**config.mk**
```make
export PLATFORM = sky130hd
export DESIGN_NAME = alu_operand_loader
export DESIGN_NICKNAME = d
export VERILOG_FILES = /design/src/rtl/alu_ui_pkg.sv /design/src/rtl/alu_operand_loader_btn_debounce.sv /design/src/rtl/alu_operand_loader.sv
export SDC_FILE = /design/constraint.sdc
export NUM_CORES = 1
export LEC_CHECK = 0
export ABC_AREA = 1
export CORE_UTILIZATION = 51
export CTS_CLUSTER_SIZE = 10
export DETAILED_ROUTE_END_ITERATION = 8
export PLACE_DENSITY_LB_ADDON = 0.15
export SYNTH_ARGS = -nofsm -noshare
export SYNTH_HDL_FRONTEND = slang
export SYNTH_SLANG_ARGS = --single-unit
export TNS_END_PERCENT = 1
```
**constraint.sdc**
```tcl
create_clock -name clk -period 1.6 [get_ports clk]
set_input_delay 0.16 -clock clk [delete_from_list [all_inputs] [get_ports clk]]
set_output_delay 0.16 -clock clk [all_outputs]
set_load 0.1 [all_outputs]
```
**src/rtl/alu_ui_pkg.sv**
```systemverilog
// -----------------------------------------------------------------------------
// alu_ui_pkg
// Shared definitions for the ALU operand loader front-end.
// Holds the chord FSM state encoding, the recognised chord masks and the
// opcode width.
// -----------------------------------------------------------------------------
package alu_ui_pkg;

    localparam int NUM_BTN = 6;
    localparam int OP_W    = 4;

    typedef enum logic [1:0] {
        IDLE    = 2'd0,
        SETTLE  = 2'd1,
        ACT     = 2'd2,
        RELEASE = 2'd3
    } state_t;

    // Chord masks, bit 5 is the leftmost button
    localparam logic [NUM_BTN-1:0] MASK_A      = 6'b100000;
    localparam logic [NUM_BTN-1:0] MASK_B      = 6'b010000;
    localparam logic [NUM_BTN-1:0] MASK_OP     = 6'b001000;
    localparam logic [NUM_BTN-1:0] MASK_SHOW_A = 6'b000100;
    localparam logic [NUM_BTN-1:0] MASK_SHOW_B = 6'b000010;
    localparam logic [NUM_BTN-1:0] MASK_SHOW_F = 6'b000001;
    localparam logic [NUM_BTN-1:0] MASK_CLR    = 6'b000110;
    localparam logic [NUM_BTN-1:0] MASK_ACC    = 6'b100001;

    // True for the chords that only change the display select
    function automatic logic is_show_chord(input logic [NUM_BTN-1:0] mask);
        return (mask == MASK_SHOW_A) || (mask == MASK_SHOW_B) || (mask == MASK_SHOW_F);
    endfunction

endpackage

```
**src/rtl/alu_operand_loader_btn_debounce.sv**
```systemverilog
// -----------------------------------------------------------------------------
// btn_debounce
// One push-button channel: 2-flop synchroniser followed by a stability
// counter. The debounced bit only flips after the synchronised input has
// disagreed with it for DEBOUNCE_CYCLES consecutive cycles; any agreement
// restarts the count. Raw-to-debounced latency is DEBOUNCE_CYCLES+2 cycles.
//
// Ports:
//   clk     in   system clock
//   rst     in   synchronous active-high reset
//   btn_raw in   asynchronous raw button level
//   btn_db  out  debounced button level
// -----------------------------------------------------------------------------
module btn_debounce #(
    parameter int DEBOUNCE_CYCLES = 500000
) (
    input  logic clk,
    input  logic rst,
    input  logic btn_raw,
    output logic btn_db
);

    localparam int CNT_W = $clog2(DEBOUNCE_CYCLES) + 1;
    localparam logic [CNT_W-1:0] CNT_LAST = CNT_W'(DEBOUNCE_CYCLES - 1);

    logic             sync1_q, sync1_d;
    logic             sync2_q, sync2_d;
    logic             db_q, db_d;
    logic [CNT_W-1:0] cnt_q, cnt_d;

    // Next-state logic for synchroniser, stability counter and debounced bit
    always_comb begin
        sync1_d = btn_raw;
        sync2_d = sync1_q;
        db_d    = db_q;
        cnt_d   = cnt_q;
        if (sync2_q != db_q) begin
            if (cnt_q == CNT_LAST) begin
                db_d  = ~db_q;
                cnt_d = {CNT_W{1'b0}};
            end else begin
                cnt_d = cnt_q + CNT_W'(1);
            end
        end else begin
            cnt_d = {CNT_W{1'b0}};
        end
    end

    // State registers with synchronous reset
    always_ff @(posedge clk) begin
        if (rst) begin
            sync1_q <= 1'b0;
            sync2_q <= 1'b0;
            db_q    <= 1'b0;
            cnt_q   <= {CNT_W{1'b0}};
        end else begin
            sync1_q <= sync1_d;
            sync2_q <= sync2_d;
            db_q    <= db_d;
            cnt_q   <= cnt_d;
        end
    end

    assign btn_db = db_q;

endmodule

```
**src/rtl/alu_operand_loader.sv**
```systemverilog
// -----------------------------------------------------------------------------
// alu_operand_loader
// Front-end for the board ALU. Debounces six push buttons, collects single
// presses and two-button chords, and latches operand A, operand B and the
// opcode from the slide switches. Every register change is announced by a
// one-cycle upd strobe so the ALU recomputes on a clean clock edge.
//
// Optional feature macro: ALU_ACC_FEEDBACK_EN
//   When defined, adds input f_in (ALU result) and chord 100001 loads it into
//   operand A for accumulator chaining. When undefined, 100001 is an error.
//
// Ports:
//   clk       in   system clock
//   rst       in   synchronous active-high reset
//   f_in      in   ALU result (only with ALU_ACC_FEEDBACK_EN)
//   sw        in   slide switches, bit 31 leftmost
//   btn_raw   in   raw push buttons, bit 5 leftmost
//   a_out     out  latched operand A
//   b_out     out  latched operand B
//   op_out    out  latched opcode (sw[31:28] at load time)
//   show_mode out  one-hot display select, 0 = live switches
//   upd       out  one-cycle strobe on any valid decode
//   err       out  one-cycle strobe on an unrecognised chord
//   busy      out  high whenever the FSM is not in IDLE
// -----------------------------------------------------------------------------
module alu_operand_loader
    import alu_ui_pkg::*;
#(
    parameter int DEBOUNCE_CYCLES = 500000,
    parameter int CHORD_CYCLES    = 2000000,
    parameter int DATA_W          = 32
) (
    input  logic              clk,
    input  logic              rst,
`ifdef ALU_ACC_FEEDBACK_EN
    input  logic [DATA_W-1:0] f_in,
`endif
    input  logic [DATA_W-1:0] sw,
    input  logic [5:0]        btn_raw,
    output logic [DATA_W-1:0] a_out,
    output logic [DATA_W-1:0] b_out,
    output logic [OP_W-1:0]   op_out,
    output logic [5:0]        show_mode,
    output logic              upd,
    output logic              err,
    output logic              busy
);

    localparam int TMR_W = $clog2(CHORD_CYCLES) + 1;
    localparam logic [TMR_W-1:0] TMR_LAST = TMR_W'(CHORD_CYCLES - 1);

    logic [NUM_BTN-1:0] db;

    state_t             state_q, state_d;
    logic [NUM_BTN-1:0] mask_q, mask_d;
    logic [TMR_W-1:0]   timer_q, timer_d;

    logic [DATA_W-1:0]  a_q, a_d;
    logic [DATA_W-1:0]  b_q, b_d;
    logic [OP_W-1:0]    op_q, op_d;
    logic [NUM_BTN-1:0] show_q, show_d;
    logic               upd_q, upd_d;
    logic               err_q, err_d;
    logic               busy_q, busy_d;

    for (genvar i = 0; i < NUM_BTN; i++) begin : g_btn
        btn_debounce #(
            .DEBOUNCE_CYCLES(DEBOUNCE_CYCLES)
        ) u_btn_debounce (
            .clk    (clk),
            .rst    (rst),
            .btn_raw(btn_raw[i]),
            .btn_db (db[i])
        );
    end

    // State register and all output registers
    always_ff @(posedge clk) begin
        if (rst) begin
            state_q <= IDLE;
            mask_q  <= {NUM_BTN{1'b0}};
            timer_q <= {TMR_W{1'b0}};
            a_q     <= {DATA_W{1'b0}};
            b_q     <= {DATA_W{1'b0}};
            op_q    <= {OP_W{1'b0}};
            show_q  <= {NUM_BTN{1'b0}};
            upd_q   <= 1'b0;
            err_q   <= 1'b0;
            busy_q  <= 1'b0;
        end else begin
            state_q <= state_d;
            mask_q  <= mask_d;
            timer_q <= timer_d;
            a_q     <= a_d;
            b_q     <= b_d;
            op_q    <= op_d;
            show_q  <= show_d;
            upd_q   <= upd_d;
            err_q   <= err_d;
            busy_q  <= busy_d;
        end
    end

    // Next-state logic: chord collection and sequencing
    always_comb begin
        state_d = state_q;
        mask_d  = mask_q;
        timer_d = timer_q;
        case (state_q)
            IDLE: begin
                if (db != {NUM_BTN{1'b0}}) begin
                    mask_d  = db;
                    timer_d = {TMR_W{1'b0}};
                    state_d = SETTLE;
                end else begin
                    state_d = IDLE;
                end
            end
            SETTLE: begin
                mask_d  = mask_q | db;
                timer_d = timer_q + TMR_W'(1);
                // A quick release ends the chord early, otherwise the window closes it
                if ((db == {NUM_BTN{1'b0}}) || (timer_q == TMR_LAST)) begin
                    state_d = ACT;
                end else begin
                    state_d = SETTLE;
                end
            end
            ACT: begin
                state_d = RELEASE;
            end
            RELEASE: begin
                // Presses seen here never reach the mask
                if (db == {NUM_BTN{1'b0}}) begin
                    state_d = IDLE;
                end else begin
                    state_d = RELEASE;
                end
            end
            default: begin
                state_d = IDLE;
                mask_d  = {NUM_BTN{1'b0}};
                timer_d = {TMR_W{1'b0}};
            end
        endcase
    end

    // Output logic: chord decode in ACT, registered on the edge leaving ACT
    always_comb begin
        a_d    = a_q;
        b_d    = b_q;
        op_d   = op_q;
        show_d = show_q;
        upd_d  = 1'b0;
        err_d  = 1'b0;
        busy_d = (state_d != IDLE);
        if (state_q == ACT) begin
            case (mask_q)
                MASK_A: begin
                    a_d    = sw;
                    show_d = MASK_A;
                    upd_d  = 1'b1;
                end
                MASK_B: begin
                    b_d    = sw;
                    show_d = MASK_B;
                    upd_d  = 1'b1;
                end
                MASK_OP: begin
                    op_d   = sw[DATA_W-1 -: OP_W];
                    show_d = MASK_OP;
                    upd_d  = 1'b1;
                end
                MASK_CLR: begin
                    show_d = {NUM_BTN{1'b0}};
                    upd_d  = 1'b1;
                end
`ifdef ALU_ACC_FEEDBACK_EN
                MASK_ACC: begin
                    a_d    = f_in;
                    show_d = MASK_A;
                    upd_d  = 1'b1;
                end
`endif
                default: begin
                    if (is_show_chord(mask_q)) begin
                        show_d = mask_q;
                        upd_d  = 1'b1;
                    end else begin
                        err_d = 1'b1;
                    end
                end
            endcase
        end else begin
            upd_d = 1'b0;
            err_d = 1'b0;
        end
    end

    assign a_out     = a_q;
    assign b_out     = b_q;
    assign op_out    = op_q;
    assign show_mode = show_q;
    assign upd       = upd_q;
    assign err       = err_q;
    assign busy      = busy_q;

endmodule

```
After elaboration in Yosys (flattened, before gate mapping)
Index checks and enable logic that the tools add are counted.
W data, S select, Z words.
Word-level totals
  bits in registers: 245
  latch bits: 0
  RAM bits: 0
  memory bits (read-only): 0
  bits of input ports: 40
  output and inout bits: 77
  word-level logic and storage cells: 121
  memories kept: 0
Operators by class
  add/sub/neg operators: 7
  $mul: 0
  divide/modulo/power cells: 0
  magnitude comparators: 0
  eq/ne operators: 24
  shift-type cells: 0
  multiplexer cells: 13
  bitwise gates (word level): 14
  reductions and logical operators: 29
Operator list (number)
  $add A20 B1 Y20 const B: 6
  $eq A20 B19 Y1 const B: 6
  $pmux W22 S2: 1
  $pmux W6 S4: 1
  $add A22 B1 Y22 const B: 1
  $eq A22 B21 Y1 const B: 1
  $mux W22: 1
  $reduce_and A2 Y1: 11
  $reduce_or A3 Y1: 6
  $not A1 Y1: 13
  $eq A6 B3 Y1 const B: 2
  $mux W6: 2
  $pmux W6 S2: 1
  $pmux W2 S4: 1
  $eq A6 B1 Y1 const B: 1
  $eq A6 B2 Y1 const B: 1
  $eq A6 B4 Y1 const B: 1
  $eq A6 B5 Y1 const B: 1
  $eq A6 B6 Y1 const B: 1
  $logic_not A6 Y1: 1
  $ne A1 B1 Y1: 6
  $or A6 B6 Y6: 1
  $reduce_bool A6 Y1: 1
  $reduce_or A6 Y1: 1
  other kinds (11): 19

Logic depth before layout (Yosys ltp)
  word-level depth: 5
  mapped depth: 11
  gate-level depth less buffers: 10

Hierarchy
From an unflattened synthesis, not the netlist that was laid out.
Unflattened totals
  cells, all modules: 1615
  area, all modules: 11969.0 um2
By module, submodules not included
  btn_debounce: times used 6, cells each 168, area each 1275.0 um2, seq. area each 460.4 um2
  alu_operand_loader: times used 1, cells each 607, area each 4319.1 um2, seq. area each 2142.1 um2

Worst setup path before layout
OpenSTA, ideal clock, no wires.
  kind: register to register
  start point: register g_btn[0].u_btn_debounce.cnt_q[0]
  end point: register g_btn[0].u_btn_debounce.cnt_q[0]
  setup time: 0.117 ns
  arrival time: 1.478 ns
  data required time: 1.483 ns
  slack: 0.004 ns
  stages on the path, launching flop included: 8
  buffers on the path: 1
  clock period less this slack: 1.596 ns
  cell sequence: dfxtp_1 -> ha_1 -> nand3_1 -> nor3_1 -> nand3_1 -> nand2_2 -> buf_6 -> nor2_1
On the way
  cells in the longest elaborated chain, start to end: 2
  elaborated cells between the ends (all ways): 3
  those cells by class: 1 x add/sub; 1 x eq/ne; 1 x reduce/logical
Ends and longest elaborated chain
  start, declared: RTL line alu_operand_loader_btn_debounce.sv:29  | logic [CNT_W-1:0] cnt_q, cnt_d;
  start signal, assigned: RTL line alu_operand_loader_btn_debounce.sv:55  | cnt_q <= {CNT_W{1'b0}};
  start signal, assigned: RTL line alu_operand_loader_btn_debounce.sv:60  | cnt_q <= cnt_d;
  parallel branches: the longest is 2 deep, another holds $add A20 B1 Y20
Several ways; the timed one is not identified.
A chain may end at the register's enable or synchronous reset.

Final worst setup path
  start point: register g_btn[0].u_btn_debounce.cnt_q[0]
  end point: register g_btn[0].u_btn_debounce.cnt_q[14]
The elaborated chain is that of the path after synthesis.

==> results.py <==
metrics = {
    "pwr": {
        "p_comb_frac": 0.034,
        "power_leakage_nw": 5.57,
        "vdd_drop_max_v": 0.000748,
        "power_frac_seq": 0.516,
        "pwr-share-clk": 0.450,
        "p_total_w": 0.0119,
        "p_sw_w": 0.00254,
        "p_int_w": 0.00940,
        "powerDensity_nw_per_um2": 825,
        "switching_share": 0.213,
    },
    "sta": {
        "setup_viol": 0,
        "fin_crit_ns": 1.58,
        "finalSetupTns_ns": 0,
        "hold_slack_ns": 0.128,
        "slew_headroom": 0.716,
        "rsz0062_at_grt": "yes",
        "drv_slew": 0,
        "clock.fmax_mhz": 634,
        "worstMarginPinSlew_ns": 0.423,
        "final.period_utilization": 0.986,
        "hold_violations": 0,
        "skew_ns": 0.0235,
    },
    "worst_setup_path": {
        "r2r_cells": 7,
        "path_cells": "ha_1 -> nand3_1 -> nor3_1 -> nand3_1 -> buf_4 -> nand4_1 -> inv_1",
        "cpPeakStageDelay_ns": 0.34,
        "critPathMostFrequentCell": "nand3_1",
        "worst-setup-path-type": "flop to flop",
        "arrival_ns": 2.01,
        "end_kind": "flop",
        "crit_path_start_kind": "flop",
        "r2r-start": "g_btn[0].u_btn_debounce.cnt_q[0]",
        "crit_slowest_cell": "dfxtp_1",
        "path_max_fanout": 3,
        "required_ns": 2.03,
        "cp-startpoint": "g_btn[0].u_btn_debounce.cnt_q[0]",
    },
    "placement": {
        "portBuffers": 116,
        "place.gp.congestion": 0.874,
        "dp_hpwl_um": 18600,
        "placed_area_um2": 13500,
    },
    "synth": {
        "ys_warn_count": 0,
        "synth_edf_count": 0,
        "synth_top_cell_by_area": "dfxtp_1",
        "synthArstFlopShare": 0,
        "syn_nets": 1556,
        "yosysUniqueCellTypes": 35,
        "synth_top_area_share": 0.454,
        "seq_area_frac_synth": 0.454,
        "synth_seq_cells": 245,
        "synth_area_um2": 10800,
        "syn_area_per_cell_um2": 7.16,
        "netlist_top_cells_area": "dfxtp_1, nand2_1, nor2_1",
        "synth-main-ff-cell": "dfxtp_1",
        "synth_cells": 1509,
    },
    "global_route": {
        "grt_pass1_vias": 9599,
        "grt_max_degree": 65,
        "grt_pass1_wl_um": 44000,
        "grt_usage": 0.241,
        "grt_overflow": 0,
        "antenna_found_initial": 0,
    },
    "clocking": {
        "clockBufferDepth": 3,
        "insertion_delay_ns": 0.54,
        "numClockSinks": 245,
        "cts_buffers": 28,
        "htreeDepth": 1,
        "cts_tree": "done",
        "cts_root_buf": "clkbuf_16",
        "clk_pin_slew_ns": 0.05,
    },
    "route": {
        "drtPass1Iterations": 7,
        "drt-wirelength-per-cell_um": 13.1,
        "via_per_inst": 5.12,
        "via_count": 10100,
        "drc": 0,
        "drt-initial-drc-count": 468,
        "drt_wl_total_um": 25900,
        "ant_nets": 0,
    },
    "floorplanning": {
        "io_pins": 117,
        "die_h_um": 148,
        "rows": 52,
        "dieArea_um2": 21800,
        "initial_utilization": 0.527,
        "die_width_um": 148,
        "core_area_um2": 20500,
    },
    "finish": {
        "antenna_cells": 0,
        "nNetsFinal": 1748,
        "drive_gt1_frac": 0.157,
        "area_growth_pct": 33.8,
        "final_area_um2": 14500,
        "utilization": 0.705,
    },
    "min_path": {
        "hold_path_class": "input pin to flop",
        "holdCritStartpoint": "btn_raw[2]",
        "holdPathStages": 3,
    },
    "run_status": {
        "status": "finished clean",
    },
    "job": {
        "maxCapViolCount": 0,
    },
}
## state kept, by name, summed over array words and instances (netlist names)
register,count
b_out,32
g_btn.u_btn_debounce.cnt_q,120
a_out,32
upd,1
state_q,2
op_out,4
timer_q,22
err,1
mask_q,6
show_mode,6
g_btn.u_btn_debounce.btn_db,6
busy,1
g_btn.u_btn_debounce.sync1_q,6
g_btn.u_btn_debounce.sync2_q,6
## layout make-up
| cell class | count | area [um2] |
|---|---|---|
| fill | 1626 | 6040 |
| multi-input combinational | 1012 | 5050 |
| sequential | 245 | 4910 |
| timing repair buffer | 198 | 2620 |
| inverter | 216 | 815 |
| clock buffer | 30 | 708 |
| tap | 270 | 338 |
| clock inverter | 2 | 21.3 |
## logic make-up (layout without fill, tap and decap cells)
family,after synthesis,count (layout),synth area share
buffers and inverters,252,446,0.0954
DFF,245,245,0.454
AOI/OAI and AO/OA,244,244,0.115
and+or+nand+nor,717,717,0.292
xor gates and xnor gates,44,44,0.0357
adders and majority gates,7,7,0.00810
## timing repair
action                                  CTS  global route
endpoints found under the setup margin   50           150
pin swaps                                 0             6
hold buffers                              0             0
resized for setup                         6            56
setup buffers                             0             1
## critical path: cells and delay by family, from the launching register on
kind / cells / cell delay (ns)
flops: 1 / 0.34
buf+inv: 2 / 0.23
simple gates: 4 / 0.73
fa+ha+maj: 1 / 0.17
## Yosys cell counts (all sizes together) (3+ instances only)
cell type,count
xnor2,13
xor2,31
or2,10
nand4,47
nor3b,3
o21bai,4
nand3,93
nor2,228
nand3b,9
buf,25
nand2,266
clkbuf,11
ha,7
a31oi,4
inv,216
dfxtp,245
o21ai,101
nor3,58
a21oi,134
## path summary, 6_finish.rpt
path | slack [ns] | endpoint
setup reg to reg | 0.02 | g_btn[0].u_btn_debounce.cnt_q[14]
hold reg to reg | 0.40 | g_btn[4].u_btn_debounce.sync2_q
setup / recovery | 0.02 | g_btn[0].u_btn_debounce.cnt_q[14]
hold / removal | 0.13 | g_btn[2].u_btn_debounce.sync1_q
## power groups by stage
stage | clock network, W | registers [W] | logic (W)
CTS | 0.00548 | 0.00615 | 0.000403
finish | 0.00537 | 0.00615 | 0.000404
global route | 0.00573 | 0.00615 | 0.000444
floorplan | 0 | 0.00630 | 0.000178
detailed placement | 0 | 0.00628 | 0.000397
global placement | 0 | 0.00628 | 0.000393
## metal layers
layer	part of all wire	wire [um]	global-route usage	vias to the layer above
met3	0.093	2400	0.0889	43
li1	-	-	-	5241
met4	0.023	600	0.0665	0
met5	0	0	0	-
met1	0.42	10900	0.291	4540
met2	0.46	12000	0.403	278
## stage by stage
stage	setup slack, ns	std cells
finish	0.0223	1973
detailed placement	-0.0882	1940
global placement	-0.0490	1940
floorplan	0.00431	1509
global route	-0.0847	1973
CTS	0.00656	1972
## cell usage in the layout (no fill, tap or decap), types with 2 or more instances in the layout
cell type        Yosys  routed
nor2_2               2      20
nand4_1             47      47
o21ai_0             44      40
nand2_4              0       3
nor2_4               3       5
dfxtp_1            245     243
nor3b_1              3       3
xor2_1              31      31
nand3_2              0       7
buf_6                7       3
a21oi_1            133     133
or2_2                9       9
nand3b_1             9       9
clkbuf_1            11       2
clkdlybuf4s50_1      0      39
nor2_1             223     203
o21bai_1             4       4
ha_2                 0       3
clkbuf_16            0      28
o21ai_1             57      61
buf_4                5      74
nand2_1            262     254
nor3_2               3       8
inv_2                5       7
nor3_4               2       3
nand2_2              4       9
buf_12               0      82
inv_1              211     208
nand3_1             93      86
xnor2_1             13      13
dfxtp_2              0       2
a31oi_1              4       4
nor3_1              53      47
ha_1                 7       4
(Power assumes the default switching activity.)
